[src/rtl/sqrt_table_gen_pkg.sv]
`default_nettype none
// ============================================================================
// Module      : sqrt_table_gen_pkg
// Description : Shared constants for the square-root table generator:
//               default table geometry, radicand width, entry count and
//               the FSM state encoding used by sqrt_table_gen.
// Revision    : 1.0 - initial release
// ============================================================================
package sqrt_table_gen_pkg;

    localparam int DEF_ADDR_WIDTH = 8;
    localparam int DEF_DATA_WIDTH = 8;
    localparam int RAD_WIDTH      = 2 * DEF_DATA_WIDTH;
    localparam int ENTRY_COUNT    = 1 << DEF_ADDR_WIDTH;

    localparam int         STATE_W = 2;
    localparam logic [1:0] S_IDLE  = 2'd0;
    localparam logic [1:0] S_CALC  = 2'd1;
    localparam logic [1:0] S_WRITE = 2'd2;
    localparam logic [1:0] S_FIN   = 2'd3;

endpackage
`default_nettype wire

[src/rtl/sqrt_table_gen_isqrt_step.sv]
`default_nettype none
// ============================================================================
// Module      : isqrt_step
// Description : One combinational iteration of a restoring integer square
//               root. Brings down the next two radicand bits, tries to
//               subtract (4*root + 1) and produces one new root bit.
// Ports       : rem_in/root_in  - state before the iteration
//               rad_bits        - next two radicand bits, MSB pair first
//               rem_out/root_out- state after the iteration
// Revision    : 1.0 - initial release
// ============================================================================
module isqrt_step #(
    parameter int DATA_WIDTH = 8
) (
    input  logic [DATA_WIDTH+1:0] rem_in,
    input  logic [DATA_WIDTH-1:0] root_in,
    input  logic [1:0]            rad_bits,
    output logic [DATA_WIDTH+1:0] rem_out,
    output logic [DATA_WIDTH-1:0] root_out
);

    localparam int c_W = DATA_WIDTH + 4;

    logic [c_W-1:0] w_shifted;
    logic [c_W-1:0] w_trial;
    logic [c_W-1:0] w_diff;
    logic           w_fits;
    logic           w_unused_hi;

    assign w_shifted = {rem_in, rad_bits};
    assign w_trial   = {2'b00, root_in, 2'b01};
    assign w_fits    = (w_shifted >= w_trial);
    assign w_diff    = w_shifted - w_trial;

    // The remainder never exceeds 2*root, so it always fits DATA_WIDTH+2 bits
    // and the widened top bits (and the root MSB shifted out) are discarded.
    assign w_unused_hi = ^{w_diff[c_W-1:c_W-2], w_shifted[c_W-1:c_W-2], root_in[DATA_WIDTH-1]};

    assign rem_out  = w_fits ? w_diff[DATA_WIDTH+1:0] : w_shifted[DATA_WIDTH+1:0];
    assign root_out = {root_in[DATA_WIDTH-2:0], w_fits};

endmodule
`default_nettype wire

[src/rtl/sqrt_table_gen.sv]
`default_nettype none
// ============================================================================
// Module      : sqrt_table_gen
// Description : Generates a table of floor(sqrt(a * 2^8)) for every address
//               a and streams it out through a ready/valid RAM write port.
//               Each entry takes DATA_WIDTH CALC cycles (one root bit per
//               cycle) followed by a WRITE that waits for wr_ready.
// Ports       : clk, rst (async, active-high)
//               start    - begin a full table run (only honoured in IDLE)
//               busy     - run in progress
//               done     - one-cycle pulse after the final entry is written
//               wr_en/wr_addr/wr_data/wr_ready - table RAM write handshake
// Revision    : 1.0 - initial release
// ============================================================================
module sqrt_table_gen
    import sqrt_table_gen_pkg::*;
#(
    parameter int ADDR_WIDTH = DEF_ADDR_WIDTH,
    parameter int DATA_WIDTH = DEF_DATA_WIDTH
) (
    input  logic                  clk,
    input  logic                  rst,
    input  logic                  start,
    output logic                  busy,
    output logic                  done,
    output logic                  wr_en,
    output logic [ADDR_WIDTH-1:0] wr_addr,
    output logic [DATA_WIDTH-1:0] wr_data,
    input  logic                  wr_ready
);

    localparam int c_RAD_W  = 2 * DATA_WIDTH;
    localparam int c_REM_W  = DATA_WIDTH + 2;
    localparam int c_ITER_W = $clog2(DATA_WIDTH);
    localparam logic [c_ITER_W-1:0]   c_ITER_LAST = c_ITER_W'(DATA_WIDTH - 1);
    localparam logic [ADDR_WIDTH-1:0] c_ADDR_LAST = '1;

    logic [STATE_W-1:0]    r_state;
    logic [STATE_W-1:0]    w_state_next;
    logic [ADDR_WIDTH-1:0] r_addr;
    logic [c_RAD_W-1:0]    r_rad;
    logic [c_REM_W-1:0]    r_rem;
    logic [DATA_WIDTH-1:0] r_root;
    logic [c_ITER_W-1:0]   r_iter;
    logic [DATA_WIDTH-1:0] r_wr_data;

    logic [c_REM_W-1:0]    w_rem_next;
    logic [DATA_WIDTH-1:0] w_root_next;
    logic                  w_calc_last;
    logic                  w_accept;
    logic                  w_addr_last;
    logic [ADDR_WIDTH-1:0] w_addr_inc;
    logic [c_RAD_W-1:0]    w_rad_load;

    isqrt_step #(
        .DATA_WIDTH (DATA_WIDTH)
    ) u_step (
        .rem_in   (r_rem),
        .root_in  (r_root),
        .rad_bits (r_rad[c_RAD_W-1 -: 2]),
        .rem_out  (w_rem_next),
        .root_out (w_root_next)
    );

    assign w_calc_last = (r_state == S_CALC) && (r_iter == c_ITER_LAST);
    assign w_accept    = (r_state == S_WRITE) && wr_ready;
    assign w_addr_last = (r_addr == c_ADDR_LAST);
    assign w_addr_inc  = r_addr + 1'b1;
    // Radicand is the address scaled by 2^8 so the root carries 4 fraction bits.
    assign w_rad_load  = {w_addr_inc, {(c_RAD_W - ADDR_WIDTH){1'b0}}};

    // ------------------------------------------------------------------
    // FSM state register
    // ------------------------------------------------------------------
    always_ff @(posedge clk or posedge rst) begin
        if (rst) begin
            r_state <= S_IDLE;
        end else begin
            r_state <= w_state_next;
        end
    end

    // ------------------------------------------------------------------
    // FSM next-state logic
    // ------------------------------------------------------------------
    always_comb begin
        w_state_next = r_state;
        case (r_state)
            S_IDLE:  if (start)       w_state_next = S_CALC;
            S_CALC:  if (w_calc_last) w_state_next = S_WRITE;
            S_WRITE: if (w_accept)    w_state_next = w_addr_last ? S_FIN : S_CALC;
            S_FIN:                    w_state_next = S_IDLE;
            default:                  w_state_next = S_IDLE;
        endcase
    end

    // ------------------------------------------------------------------
    // FSM outputs
    // ------------------------------------------------------------------
    always_comb begin
        busy  = 1'b0;
        done  = 1'b0;
        wr_en = 1'b0;
        case (r_state)
            S_CALC:  busy = 1'b1;
            S_WRITE: begin
                busy  = 1'b1;
                wr_en = 1'b1;
            end
            S_FIN: begin
                busy = 1'b1;
                done = 1'b1;
            end
            default: ;
        endcase
    end

    // ------------------------------------------------------------------
    // Datapath registers
    // ------------------------------------------------------------------
    always_ff @(posedge clk or posedge rst) begin
        if (rst) begin
            r_addr    <= '0;
            r_rad     <= '0;
            r_rem     <= '0;
            r_root    <= '0;
            r_iter    <= '0;
            r_wr_data <= '0;
        end else begin
            case (r_state)
                S_IDLE: begin
                    if (start) begin
                        // Address 0 has an all-zero radicand.
                        r_addr <= '0;
                        r_rad  <= '0;
                        r_rem  <= '0;
                        r_root <= '0;
                        r_iter <= '0;
                    end
                end
                S_CALC: begin
                    r_rad  <= r_rad << 2;
                    r_rem  <= w_rem_next;
                    r_root <= w_root_next;
                    r_iter <= r_iter + 1'b1;
                    if (w_calc_last) begin
                        r_wr_data <= w_root_next;
                    end
                end
                S_WRITE: begin
                    // The last address terminates the run instead of wrapping.
                    if (wr_ready && !w_addr_last) begin
                        r_addr <= w_addr_inc;
                        r_rad  <= w_rad_load;
                        r_rem  <= '0;
                        r_root <= '0;
                        r_iter <= '0;
                    end
                end
                default: ;
            endcase
        end
    end

    assign wr_addr = r_addr;
    assign wr_data = r_wr_data;

endmodule
`default_nettype wire
[config.mk]
export PLATFORM = sky130hd
export DESIGN_NAME = sqrt_table_gen
export DESIGN_NICKNAME = d
export VERILOG_FILES = /design/src/rtl/sqrt_table_gen_pkg.sv /design/src/rtl/sqrt_table_gen_isqrt_step.sv /design/src/rtl/sqrt_table_gen.sv
export SDC_FILE = /design/constraint.sdc
export NUM_CORES = 1
export LEC_CHECK = 0
export ABC_AREA = 0
export BUFFER_PORTS_ARGS = -buffer_cell sky130_fd_sc_hd__buf_2
export CORE_MARGIN = 1
export CORE_UTILIZATION = 50
export CTS_BUF_LIST = sky130_fd_sc_hd__clkbuf_8
export DETAILED_ROUTE_END_ITERATION = 16
export PLACE_DENSITY_LB_ADDON = 0.05
export SYNTH_ARGS = -nofsm -noshare
export SYNTH_HDL_FRONTEND = slang
export SYNTH_SLANG_ARGS = --single-unit
[constraint.sdc]
create_clock -name clk -period 2.6 [get_ports clk]
set_input_delay 0.39 -clock clk [delete_from_list [all_inputs] [get_ports clk]]
set_output_delay 0.39 -clock clk [all_outputs]
set_load 0.01 [all_outputs]
# After elaboration in Yosys (flattened, before gate mapping)
# Index checks and enable logic that the tools add are counted.
dict set report op_classes {
  addsub 3
  n_mul 0
  n_div 0
  magnitude_cmp 1
  n_eq_ne 9
  n_shift 0
  n_mux 23
  n_bitwise 0
  reduce_logical 12
}
# op n
set ops {}
lappend ops {{$pmux W16 S3} 1}
lappend ops {{$mux W16} 2}
lappend ops {{$mux W10} 3}
lappend ops {{$pmux W10 S3} 1}
lappend ops {{$mux W8} 3}
lappend ops {{$pmux W8 S3} 1}
lappend ops {{$pmux W8 S2} 1}
lappend ops {{$ge A12 B10 Y1} 1}
lappend ops {{$sub A10 B10 Y10} 1}
lappend ops {{$pmux W3 S3} 1}
lappend ops {{$reduce_and A3 Y1} 3}
lappend ops {{$add A8 B1 Y8 const B} 1}
lappend ops {{$eq A8 B8 Y1 const B} 1}
lappend ops {{$mux W2} 4}
lappend ops {{$pmux W2 S4} 1}
lappend ops {{$mux W3} 2}
lappend ops {{$ne A2 B2 Y1 const B} 3}
lappend ops {{$eq A2 B2 Y1 const B} 2}
lappend ops {{$add A3 B1 Y3 const B} 1}
lappend ops {{$eq A3 B3 Y1 const B} 1}
lappend ops {{$logic_and A1 B1 Y1} 3}
lappend ops {{$mux W1} 3}
lappend ops {{$reduce_bool A3 Y1} 1}
lappend ops {{$reduce_or A3 Y1} 1}
lappend ops {{6 further kinds} 6}
dict set report totals {
  register_bits 55
  latchBits 0
  ram_bits 0
  romBits 0
  inputBits 4
  output_inout_bits 19
  elab_cells 55
  n_memories 0
}

# Logic depth before layout (Yosys ltp)
dict set report logic_depth {
  ltp_word 5
  depth_mapped 10
  ltp_nobuf 8
}

# Cells and area by module
# From an unflattened synthesis, not the netlist that was laid out.
dict set report hier_totals {
  cells_unflattened 303
  hier_area_um2 3064.2
}
# mod instances cells_per_inst area_per_inst_um2 seq_area_each_um2
set by_module_without_submodules {}
lappend by_module_without_submodules {sqrt_table_gen 1 214 2377.3 1176.1}
lappend by_module_without_submodules {isqrt_step 1 89 686.9 0.0}

# Worst setup path before layout
# No wires, ideal clock.
dict set report synth_path {
  kind {reg-to-reg}
  startpoint {register r_rem[0]}
  endpoint {register r_rem[2]}
  setup_time_ns 0.122
  t_arrival_ns 1.877
  t_required_ns 2.478
  slack_ns 0.602
  stages_incl_launch_ff 10
  path_buffers 2
  synth_period_minus_slack_ns 1.998
  cell_sequence {dfrtp_1 -> ha_1 -> nor2b_4 -> o31a_2 -> o21ai_1 -> a21o_1 -> buf_8 -> buf_8 -> mux2i_1 -> o21ai_1}
}
dict set report synth_via {
  elab_chain_len 3
  elab_cells_between_ends 4
  classes_between {add/sub (1); order compare (1); mux (2)}
}
# item line
set synth_rtl {}
lappend synth_rtl {{from (decl)} sqrt_table_gen.sv:42} ;# logic [c_REM_W-1:0] r_rem;
lappend synth_rtl {{from (signal assigned)} sqrt_table_gen.sv:143} ;# r_rem <= w_rem_next;
lappend synth_rtl {{$sub A10 B10 Y10 or $ge A12 B10 Y1 (tied branches)} {sqrt_table_gen_isqrt_step.sv:33, sqrt_table_gen_isqrt_step.sv:32}}
lappend synth_rtl {{$mux W10 *} sqrt_table_gen_isqrt_step.sv:39} ;# assign rem_out = w_fits ? w_diff[DATA_WIDTH+1:0] : w_shifted[DATA_WIDTH+1:0];
lappend synth_rtl {{$pmux W10 S3 *} sqrt_table_gen.sv:130} ;# case (r_state)
# Mark *: on every way between the ends. The rest lies on a longest branch, timed or not.
# A chain may end at the register's enable or synchronous reset.

# Worst setup path in the final report
dict set report layout_path {
  startpoint {register r_rem[0]}
  endpoint {register r_rem[0]}
}
dict set report layout_via {
  elab_chain_len 3
}
# item line
set layout_rtl {}
lappend layout_rtl {{$ge A12 B10 Y1} sqrt_table_gen_isqrt_step.sv:32} ;# assign w_fits = (w_shifted >= w_trial);
lappend layout_rtl {{$mux W10} sqrt_table_gen_isqrt_step.sv:39}
lappend layout_rtl {{$pmux W10 S3} sqrt_table_gen.sv:130}
# Every way passes these cells.

==> key figures <==
Outcome
  • Status: finished, final reports clean

Worst setup path
  • Crit-path cells: ha_1 -> nor2b_4 -> o31a_2 -> o21ai_1 -> a21o_2 -> buf_4 -> xnor2_1 -> o31ai_1
  • CP top delay family: compound AO/OA/AOI/OAI gates
  • Stages on worst setup path: 8
  • CP Data Required Time: 2.81 ns
  • Max Fanout on Critical Path: 12
  • Crit path buf inv count: 1
  • Slowest-stage cell, CP: dfrtp_1
  • WS Path Type: flip-flop to flip-flop
  • Largest stage delay, worst path: 0.41 ns
  • CP endpoint kind: flip-flop
  • Worst R2R Path Depth: 8
  • WP data arrival: 2.40 ns
  • Critical Path Start Type: flip-flop

Flow run
  • Maximum Capacitance Violations: 0

STA
  • Fin crit period: 2.19 ns
  • Clock skew: 0.00636 ns
  • Slew of the pin with the lowest slew margin: 0.483 ns
  • RSZ-0062 raised after global routing: false
  • Setup Viol. Count Final: 0
  • Slew margin rel.: 67.7%
  • Final period util: 84.3%
  • Max Slew Vio Count: 0
  • Max Fclk: 456 MHz
  • Post-route worst setup slack: 0.409 ns
  • TNS Setup: 0 ns
  • Final Hold Viols: 0

Power
  • Pleak: 0.00140 uW
  • Peak supply drop: 0.784 mV
  • PD cells: 1260 nW/um^2
  • Tot Pwr: 3710 uW

Floorplan
  • Initial core utilization: 52.2%
  • Die X: 75.2 um
  • Die Y: 75.2 um
  • Total core area: 5140 sq um
  • Die Area: 5660 sq um
  • Rows: 26
  • Io pins: 23

Yosys
  • Yosys top cell by area: dfrtp_1
  • Synth Area in Compound Gates: 19.6%
  • Synth top area share: 43.8%
  • Async SR Flop Fraction: 100%
  • Synth Area in Simple Gates: 16.5%
  • Top FF cell, synth: dfrtp_1
  • Mux cell area share after synthesis: 2.71%
  • Synth area leaders: dfrtp_1 (44%), ha_1 (8.4%), nand2_1 (5.6%)
  • Largest family of logic cells by synthesized area: compound AO/OA/AOI/OAI gates
  • Top-count cell post-synth: dfrtp_1
  • Syn Nets: 314
  • Syn Std Cell Area: 2680 sq um
  • Avg Cell Area, Syn: 9.19 sq um
  • Top post-synthesis cells by count: dfrtp_1 (47), nand2_1 (40), o21ai_0 (25)
  • Synth Area in XOR/XNOR: 3.26%
  • Distinct cell type count after synthesis: 49
  • Post-synthesis adder-cell area fraction: 8.40%
  • Syn Inst Count: 292
  • EDFF count, synth: 0
  • Seq/Total Area, Yosys: 43.8%
  • Synthesis-stage register bit count: 47
  • YS warnings: 0

Place
  • Setup WS pre-CTS: 0.294 ns
  • IO Port Bufs: 22
  • DP Wirelength: 4140 um
  • Final GP Congestion: 0.771

Final layout
  • Nets: 336
  • # fillers: 505
  • Layout cells sized above 1: 14.3%
  • Area grow syn2layout: 9.61%
  • Antenna Diode Count: 0

Clocking
  • Buffer levels on the longest clock path: 2
  • Worst-path clk slew: 0.09 ns
  • Setup repair bufs after CTS: 0
  • CTS tree: done
  • TritonCTS buffer count: 5
  • H-Tree Depth: 2
  • Root Driver: clkbuf_8
  • Clk_lat worst skew: 0.30 ns
  • Total clock sinks: 47
  • CTS Hold Buffers Added: 0
  • Post-cts gate resize count: 0

Global route
  • First-pass GRT wire length: 9310 um
  • Vias in the first global route: 2021
  • GRT Util Overall: 22.0%
  • Largest net degree at the start of global routing: 26
  • Initial antenna violation count: 0
  • Total gr overflow: 0

Drt
  • Final ANT Viol Nets: 0
  • DRT Pass-1 Iters: 4
  • DR iter-0 viols: 88
  • Vias per inst: 5.54
  • Drc violations: 0
  • Total wire length: 5560 um
  • Detailed-route via count: 2126
  • Average wire per standard cell: 14.5 um

Worst hold path
  • Worst min path class: input pin to asynchronous set/reset pin
[cells by family after synthesis]
| kind of cell | count (synthesis) |
|---|---|
| AOI/OAI and AO/OA | 84 |
| xor gates and xnor gates | 10 |
| adders and majority gates | 18 |
| buffers and inverters | 32 |
| DFF | 47 |
| muxes | 7 |
| and+or+nand+nor | 94 |
[power by group]
part	internal, uW	total [uW]	switching [uW]
registers	875	1000	125
clock network	209	448	239
logic	947	2260	1320
[worst reg2reg max path: stages (launching register included)]
cell and delay, ns:
dfrtp_1 0.41, ha_1 0.36, nor2b_4 0.15, o31a_2 0.32, o21ai_1 0.14, a21o_2 0.29
buf_4 0.19, xnor2_1 0.06, o31ai_1 0.18
[sequential cells by signal, indices dropped and copies added, names as in the netlist]
signal and flops:
r_iter 3, r_rad 8, r_rem 10, r_root 8, r_state 2, wr_addr 8, wr_data 8
[area by class of cell]
cell class | count | area [sq um] | area share (%)
Clock buffer | 6 | 82.6 | 2.81
Clock inverter | 1 | 5.00 | 0.170
Inverter | 18 | 67.6 | 2.30
Multi-Input combinational cell | 213 | 1360 | 46.2
Sequential cell | 47 | 1180 | 40.0
Tap cell | 70 | 87.6 | 2.98
Timing Repair Buffer | 29 | 163 | 5.53
[path summary, 6_finish.rpt]
check                      startpoint        end  slack [ns]
max                          r_rem[0]   r_rem[0]        0.41
min                               rst  r_iter[1]        0.12
max reg2reg                  r_rem[0]   r_rem[0]        0.41
min reg2reg                 r_iter[1]  r_iter[1]        0.48
max in group asynchronous         rst   r_rem[7]        2.21
min in group clk            r_iter[1]  r_iter[1]        0.48
[layout by cell type (no fill, tap or decap), types with 10 or more instances in the layout]
| cell | n |
|---|---|
| nand2_1 | 40 |
| nand3_1 | 18 |
| o21ai_1 | 15 |
| a21oi_1 | 10 |
| buf_2 | 22 |
| o21ai_0 | 25 |
| dfrtp_1 | 47 |
| ha_1 | 18 |
| nor2_1 | 11 |
| inv_1 | 17 |
[metrics by stage]
stage | std cells | instance area [sq um] | hold slack [ns] | utilization (%)
after global placement | 377 | 2850 | 0.447 | 55.5
after floorplan | 292 | 2680 | 0.443 | -
after CTS | 384 | 2940 | 0.127 | 57.2
after global routing | 384 | 2940 | 0.157 | 57.2
final | 384 | 2940 | 0.116 | 57.2
after detailed placement | 377 | 2850 | 0.454 | 55.5
[routing by layer]
layer / share of wire, % / up-vias / wire length, um / GRT usage (%)
met4: 1.5 / 0 / 86 / 6.38
met1: 46 / 1006 / 2580 / 27.5
met3: 2.9 / 13 / 163 / 3.88
li1: - / 1062 / - / -
met2: 49 / 45 / 2730 / 39.0
met5: 0 / - / 0 / 0
No activity file was read; power rests on OpenSTA's default activity.
